### src/rtl/dmem_arbiter_if.sv
// rtl/dmem_arbiter_if.sv - request, response and memory-side signals around the data memory arbiter
interface dmem_arbiter_if #(
    parameter int ARQ              = 16,
    parameter int MEMORY_ADDR_SIZE = 13
);
    logic                        pipe_req;
    logic                        pipe_we;
    logic [MEMORY_ADDR_SIZE-1:0] pipe_addr;
    logic [ARQ-1:0]              pipe_wdata;
    logic                        pipe_stall;
    logic                        pipe_rvalid;
    logic [ARQ-1:0]              pipe_rdata;

    logic                        ldr_req;
    logic                        ldr_we;
    logic [MEMORY_ADDR_SIZE-1:0] ldr_addr;
    logic [ARQ-1:0]              ldr_wdata;
    logic                        ldr_lock;
    logic                        ldr_gnt;
    logic                        ldr_rvalid;
    logic [ARQ-1:0]              ldr_rdata;
    logic                        ldr_locked;

    logic                        mem_en;
    logic                        mem_we;
    logic [MEMORY_ADDR_SIZE-1:0] mem_addr;
    logic [ARQ-1:0]              mem_wdata;
    logic [ARQ-1:0]              mem_rdata;

    modport slave (
        input  pipe_req, pipe_we, pipe_addr, pipe_wdata,
        output pipe_stall, pipe_rvalid, pipe_rdata,
        input  ldr_req, ldr_we, ldr_addr, ldr_wdata, ldr_lock,
        output ldr_gnt, ldr_rvalid, ldr_rdata, ldr_locked,
        output mem_en, mem_we, mem_addr, mem_wdata,
        input  mem_rdata
    );

    modport master (
        output pipe_req, pipe_we, pipe_addr, pipe_wdata,
        input  pipe_stall, pipe_rvalid, pipe_rdata,
        output ldr_req, ldr_we, ldr_addr, ldr_wdata, ldr_lock,
        input  ldr_gnt, ldr_rvalid, ldr_rdata, ldr_locked,
        input  mem_en, mem_we, mem_addr, mem_wdata,
        output mem_rdata
    );
endinterface

### src/rtl/dmem_arbiter.sv
// rtl/dmem_arbiter.sv - single-port data memory arbiter between MEM stage and key loader
module dmem_arbiter #(
    parameter int ARQ              = 16,
    parameter int MEMORY_ADDR_SIZE = 13,
    parameter int STARVE_LIMIT     = 4
) (
    input  logic            clk,
    input  logic            rst,
    dmem_arbiter_if.slave   bus
);
    typedef enum logic {ST_SHARED, ST_LOCKED} state_t;
    typedef enum logic [1:0] {OWN_NONE, OWN_PIPE, OWN_LDR} owner_t;

    localparam logic [3:0] LIMIT = 4'(STARVE_LIMIT);

    state_t         state_q, state_d;
    owner_t         rd_owner_q, rd_owner_d;
    logic [3:0]     starve_q, starve_d;
    logic [ARQ-1:0] pipe_hold_q, pipe_hold_d;
    logic [ARQ-1:0] ldr_hold_q, ldr_hold_d;
    logic           pipe_gnt, ldr_gnt;

    always_comb begin
        state_d    = state_q;
        pipe_gnt   = 1'b0;
        ldr_gnt    = 1'b0;
        starve_d   = 4'd0;
        rd_owner_d = OWN_NONE;
        case (state_q)
            ST_SHARED: begin
                // A starved loader overrides pipeline priority for one cycle
                if (bus.ldr_req && starve_q == LIMIT) begin
                    ldr_gnt = 1'b1;
                end else if (bus.pipe_req) begin
                    pipe_gnt = 1'b1;
                end else begin
                    ldr_gnt = bus.ldr_req;
                end
                if (bus.ldr_req && !ldr_gnt) begin
                    starve_d = (starve_q == LIMIT) ? starve_q : starve_q + 4'd1;
                end
                if (bus.ldr_lock) begin
                    state_d = ST_LOCKED;
                end
            end
            ST_LOCKED: begin
                ldr_gnt = bus.ldr_req;
                if (!bus.ldr_lock) begin
                    state_d = ST_SHARED;
                end
            end
            default: state_d = ST_SHARED;
        endcase
        if (pipe_gnt && !bus.pipe_we) begin
            rd_owner_d = OWN_PIPE;
        end else if (ldr_gnt && !bus.ldr_we) begin
            rd_owner_d = OWN_LDR;
        end
    end

    always_comb begin
        bus.mem_en    = pipe_gnt | ldr_gnt;
        bus.mem_we    = 1'b0;
        bus.mem_addr  = '0;
        bus.mem_wdata = '0;
        if (pipe_gnt) begin
            bus.mem_we    = bus.pipe_we;
            bus.mem_addr  = bus.pipe_addr;
            bus.mem_wdata = bus.pipe_wdata;
        end else if (ldr_gnt) begin
            bus.mem_we    = bus.ldr_we;
            bus.mem_addr  = bus.ldr_addr;
            bus.mem_wdata = bus.ldr_wdata;
        end
    end

    assign bus.pipe_stall  = bus.pipe_req & ~pipe_gnt;
    assign bus.ldr_gnt     = ldr_gnt;
    assign bus.ldr_locked  = (state_q == ST_LOCKED);

    // Read data is routed by the owner latched at grant time, one cycle earlier
    assign bus.pipe_rvalid = (rd_owner_q == OWN_PIPE);
    assign bus.ldr_rvalid  = (rd_owner_q == OWN_LDR);
    assign bus.pipe_rdata  = bus.pipe_rvalid ? bus.mem_rdata : pipe_hold_q;
    assign bus.ldr_rdata   = bus.ldr_rvalid  ? bus.mem_rdata : ldr_hold_q;
    assign pipe_hold_d     = bus.pipe_rdata;
    assign ldr_hold_d      = bus.ldr_rdata;

    always_ff @(posedge clk or negedge rst) begin
        if (!rst) begin
            state_q     <= ST_SHARED;
            rd_owner_q  <= OWN_NONE;
            starve_q    <= 4'd0;
            pipe_hold_q <= '0;
            ldr_hold_q  <= '0;
        end else begin
            state_q     <= state_d;
            rd_owner_q  <= rd_owner_d;
            starve_q    <= starve_d;
            pipe_hold_q <= pipe_hold_d;
            ldr_hold_q  <= ldr_hold_d;
        end
    end
endmodule

### src/flat_wrapper.sv
// flat-port wrapper written by rule: the top's interface ports become plain ports
module dmem_arbiter_flat 
#(
    parameter int ARQ              = 16,
    parameter int MEMORY_ADDR_SIZE = 13,
    parameter int STARVE_LIMIT     = 4
)
  (clk, rst, bus_pipe_req, bus_pipe_we, bus_pipe_addr, bus_pipe_wdata, bus_pipe_stall, bus_pipe_rvalid, bus_pipe_rdata, bus_ldr_req, bus_ldr_we, bus_ldr_addr, bus_ldr_wdata, bus_ldr_lock, bus_ldr_gnt, bus_ldr_rvalid, bus_ldr_rdata, bus_ldr_locked, bus_mem_en, bus_mem_we, bus_mem_addr, bus_mem_wdata, bus_mem_rdata);
  dmem_arbiter_if #(.ARQ(ARQ), .MEMORY_ADDR_SIZE(MEMORY_ADDR_SIZE)) bus_i ();
  input  logic clk;
  input  logic rst;
  input wire logic [$bits(bus_i.pipe_req)-1:0] bus_pipe_req;
  input wire logic [$bits(bus_i.pipe_we)-1:0] bus_pipe_we;
  input wire logic [$bits(bus_i.pipe_addr)-1:0] bus_pipe_addr;
  input wire logic [$bits(bus_i.pipe_wdata)-1:0] bus_pipe_wdata;
  output wire logic [$bits(bus_i.pipe_stall)-1:0] bus_pipe_stall;
  output wire logic [$bits(bus_i.pipe_rvalid)-1:0] bus_pipe_rvalid;
  output wire logic [$bits(bus_i.pipe_rdata)-1:0] bus_pipe_rdata;
  input wire logic [$bits(bus_i.ldr_req)-1:0] bus_ldr_req;
  input wire logic [$bits(bus_i.ldr_we)-1:0] bus_ldr_we;
  input wire logic [$bits(bus_i.ldr_addr)-1:0] bus_ldr_addr;
  input wire logic [$bits(bus_i.ldr_wdata)-1:0] bus_ldr_wdata;
  input wire logic [$bits(bus_i.ldr_lock)-1:0] bus_ldr_lock;
  output wire logic [$bits(bus_i.ldr_gnt)-1:0] bus_ldr_gnt;
  output wire logic [$bits(bus_i.ldr_rvalid)-1:0] bus_ldr_rvalid;
  output wire logic [$bits(bus_i.ldr_rdata)-1:0] bus_ldr_rdata;
  output wire logic [$bits(bus_i.ldr_locked)-1:0] bus_ldr_locked;
  output wire logic [$bits(bus_i.mem_en)-1:0] bus_mem_en;
  output wire logic [$bits(bus_i.mem_we)-1:0] bus_mem_we;
  output wire logic [$bits(bus_i.mem_addr)-1:0] bus_mem_addr;
  output wire logic [$bits(bus_i.mem_wdata)-1:0] bus_mem_wdata;
  input wire logic [$bits(bus_i.mem_rdata)-1:0] bus_mem_rdata;
  assign bus_i.pipe_req = bus_pipe_req;
  assign bus_i.pipe_we = bus_pipe_we;
  assign bus_i.pipe_addr = bus_pipe_addr;
  assign bus_i.pipe_wdata = bus_pipe_wdata;
  assign bus_pipe_stall = bus_i.pipe_stall;
  assign bus_pipe_rvalid = bus_i.pipe_rvalid;
  assign bus_pipe_rdata = bus_i.pipe_rdata;
  assign bus_i.ldr_req = bus_ldr_req;
  assign bus_i.ldr_we = bus_ldr_we;
  assign bus_i.ldr_addr = bus_ldr_addr;
  assign bus_i.ldr_wdata = bus_ldr_wdata;
  assign bus_i.ldr_lock = bus_ldr_lock;
  assign bus_ldr_gnt = bus_i.ldr_gnt;
  assign bus_ldr_rvalid = bus_i.ldr_rvalid;
  assign bus_ldr_rdata = bus_i.ldr_rdata;
  assign bus_ldr_locked = bus_i.ldr_locked;
  assign bus_mem_en = bus_i.mem_en;
  assign bus_mem_we = bus_i.mem_we;
  assign bus_mem_addr = bus_i.mem_addr;
  assign bus_mem_wdata = bus_i.mem_wdata;
  assign bus_i.mem_rdata = bus_mem_rdata;
  dmem_arbiter #(.ARQ(ARQ), .MEMORY_ADDR_SIZE(MEMORY_ADDR_SIZE), .STARVE_LIMIT(STARVE_LIMIT)) u_core (.clk(clk), .rst(rst), .bus(bus_i));
endmodule
### config.mk
export PLATFORM = sky130hd
export DESIGN_NAME = dmem_arbiter_flat
export DESIGN_NICKNAME = d
export VERILOG_FILES = /design/src/rtl/dmem_arbiter_if.sv /design/src/rtl/dmem_arbiter.sv /design/src/flat_wrapper.sv
export SDC_FILE = /design/constraint.sdc
export NUM_CORES = 1
export LEC_CHECK = 0
export CAP_MARGIN = 0
export CELL_PAD_IN_SITES_DETAIL_PLACEMENT = 1
export CELL_PAD_IN_SITES_GLOBAL_PLACEMENT = 1
export CORE_UTILIZATION = 25
export CTS_CLUSTER_SIZE = 10
export DETAILED_ROUTE_END_ITERATION = 16
export GPL_TIMING_DRIVEN = 0
export HOLD_SLACK_MARGIN = 0.08
export PLACE_DENSITY_LB_ADDON = 0.05
export SYNTH_ARGS = -nofsm -noshare
export SYNTH_HDL_FRONTEND = slang
export SYNTH_SLANG_ARGS = --single-unit
### constraint.sdc
create_clock -name clk -period 5.54 [get_ports clk]
set_clock_uncertainty 0.2 [all_clocks]
set_input_delay 0.831 -clock clk [delete_from_list [all_inputs] [get_ports clk]]
set_output_delay 0.831 -clock clk [all_outputs]
set_load 0.05 [all_outputs]
==> results_dict.tcl <==
set metrics [dict create \
    syn_nets 216 \
    hpwl_mm 4.97 \
    arrival_ps 2940 \
    grt_max_degree 40 \
    cp-start-kind "input pin" \
    dieArea_um2 7720 \
    cts_setup_buffers 0 \
    synth_area_um2 1840 \
    die_w_um 87.9 \
    ant_nets 0 \
    status "complete, no violations" \
    maxCapViolCount 0 \
    grt_pass1_vias 1828 \
    drive_gt1_frac 0.183 \
    critPathKind "input pin to primary output" \
    clock.fmax_ghz 0.252 \
    via_per_inst 4.48 \
    crit_fanout 10 \
    clk_pin_slew_ps 80 \
    min_period_ps 3970 \
    power_density_nw_per_um2 312 \
    finalHoldViolCount 0 \
    rsz0062_at_grt "no" \
    pre_cts_ws_ps 1550 \
    insertion_delay_ps 280 \
    cts_buffer_depth 2 \
    synth_seq_cells 39 \
    drc 0 \
    h-tree-depth 2 \
    ios 149 \
    ys_warn_count 0 \
    fp.coreArea_um2 6940 \
    tns_ps 0 \
    grt_pass1_wl_mm 9.47 \
    setup_viol 0 \
    antenna_cells 0 \
    synth-compound-area-share 0.160 \
    die_h_um 87.9 \
    avgSynthCellArea_um2 13.9 \
    wl_mm 6.02 \
    portBuffers 148 \
    drt_iter0_drc 22 \
    p_leak_nw 1.47 \
    yosys.area_share.simple 0.0448 \
    worst_pin_slew_ps 855 \
    vias 1723 \
    required_ps 4510 \
    timing.final.crit_share 0.717 \
    synthCells 133 \
    synth_cell_type_count 17 \
    ctsResizeCount 0 \
    wl_per_cell_um 15.6 \
    initial_utilization 0.265 \
    num_rows 30 \
    place_congestion 0.655 \
    synth_top_family_by_area "multiplexers" \
    hp-class "flip-flop to flip-flop" \
    cts_buffers 5 \
    antenna_found_initial 0 \
    root_buffer "clkbuf_8" \
    slew_headroom 0.430 \
    synth-seq-area-share 0.530 \
    postCtsHoldBufs 0 \
    cts_sinks 39 \
    cts_tree "done" \
    synth_mux_area_frac 0.196 \
    synth_fa_ha_area_frac 0.0136 \
    syn2layout_area_growth_pct 92.3 \
    grt.overflow.total 0 \
    worst_slack_ps 1570 \
    ir_drop_v 0.000107 \
    synth-xor-area-share 0.00950 \
    critPathCaptureType "primary output" \
    timing.final.max_slew_violations 0 \
    grt.total_usage 0.163 \
    dr.pass1.iters 3 \
    fin_nets 371 \
]
-- synthesized netlist by cell type --
cell type  instances  area [um2]
mux2_2            32         360
nor2b_1            4        25.0
nand2b_1           3        18.8
and3_1             4        25.0
buf_6              3        33.8
a21oi_4            1        16.3
buf_4              3        22.5
xor2_1             1        8.76
buf_2              4        20.0
and3b_1            1        8.76
inv_1              3        11.3
dfrtp_1           39         976
a22o_1            30         263
o21a_4             1        15.0
xnor2_1            1        8.76
nand3_1            1        5.00
ha_1               2        25.0
-- critical path, cell delays in order --
cell	delay, ps
clkdlybuf4s50_1	490
nand2b_1	140
a21oi_4	270
buf_4	220
a22o_1	170
clkdlybuf4s50_1	810
-- cell families after synthesis --
logic type,after synthesis
flip-flops,39
multiplexers,32
buffers and inverters,13
adder cells (fa/ha/maj),2
AO/OA/AOI/OAI,32
XOR/XNOR,2
AND/OR/NAND/NOR,13
-- state kept, by name, indices dropped and copies added, names as in the netlist --
register and flops:
u_core.bus.ldr_locked 1, u_core.rd_owner_q 2, u_core.ldr_hold_q 16, u_core.pipe_hold_q 16
u_core.starve_q 4
-- placed cells by master, fill, tap and decap left out, drive strengths merged, types with 2 or more instances in the layout --
cell           Yosys  layout
inv                3       3
ha                 2       2
clkbuf             0       7
and3               4       4
clkdlybuf4s50      0     147
a22o              30      30
dfrtp             39      39
nor2b              4       4
nand2b             3       3
buf               10      11
mux2              32      32
-- routing by layer --
layer  vias to the layer above  GRT usage  wire (um)
met3                         5     0.0716        620
met5                         -          0          0
met2                        91      0.279       3150
met4                         0     0.0447         60
met1                       827      0.184       2190
li1                        800          -          -
-- final timing paths --
| check | startpoint | end | slack, ps | cells past startpoint |
|---|---|---|---|---|
| min | u_core.ldr_hold_q[9]$_DFF_PN0_ | u_core.ldr_hold_q[9]$_DFF_PN0_ | 300 | 1 |
| max in group asynchronous | rst | u_core.pipe_hold_q[4]$_DFF_PN0_ | 4140 | 1 |
| max | bus_pipe_req | bus_mem_addr[2] | 1570 | 6 |
| min in group asynchronous | rst | u_core.ldr_hold_q[12]$_DFF_PN0_ | 440 | 1 |
| min reg2reg | u_core.ldr_hold_q[9]$_DFF_PN0_ | u_core.ldr_hold_q[9]$_DFF_PN0_ | 300 | 1 |
| max reg2reg | u_core.starve_q[0]$_DFFE_PN0P_ | u_core.rd_owner_q[0]$_DFF_PN0_ | 3770 | 6 |
-- power breakdown --
group | switching (mW) | internal (mW)
Clock | 0.0955 | 0.113
Sequential | 0.0114 | 0.333
Combinational | 0.335 | 0.217
Total | 0.442 | 0.663
-- stage by stage --
stage	instance area, um2	power [mW]	hold WS, ps	util	instances
finish	3540	1.10	297	0.510	385
global route	3540	1.16	314	0.510	385
CTS	3540	1.12	303	0.510	385
detailed placement	3440	0.908	281	0.495	377
global placement	3440	0.901	279	0.496	377
floorplan	1840	0.693	335	-	133
-- final cells by class --
type	count	area, um2
Multi-Input combinational cell	81	779
Tap cell	96	120
Clock inverter	1	7.51
Buffer	10	76.3
Inverter	3	11.3
Timing Repair Buffer	148	1480
Sequential cell	39	976
Fill cell	733	3400
Clock buffer	7	96.3
Power figures use the tool's default switching activity.
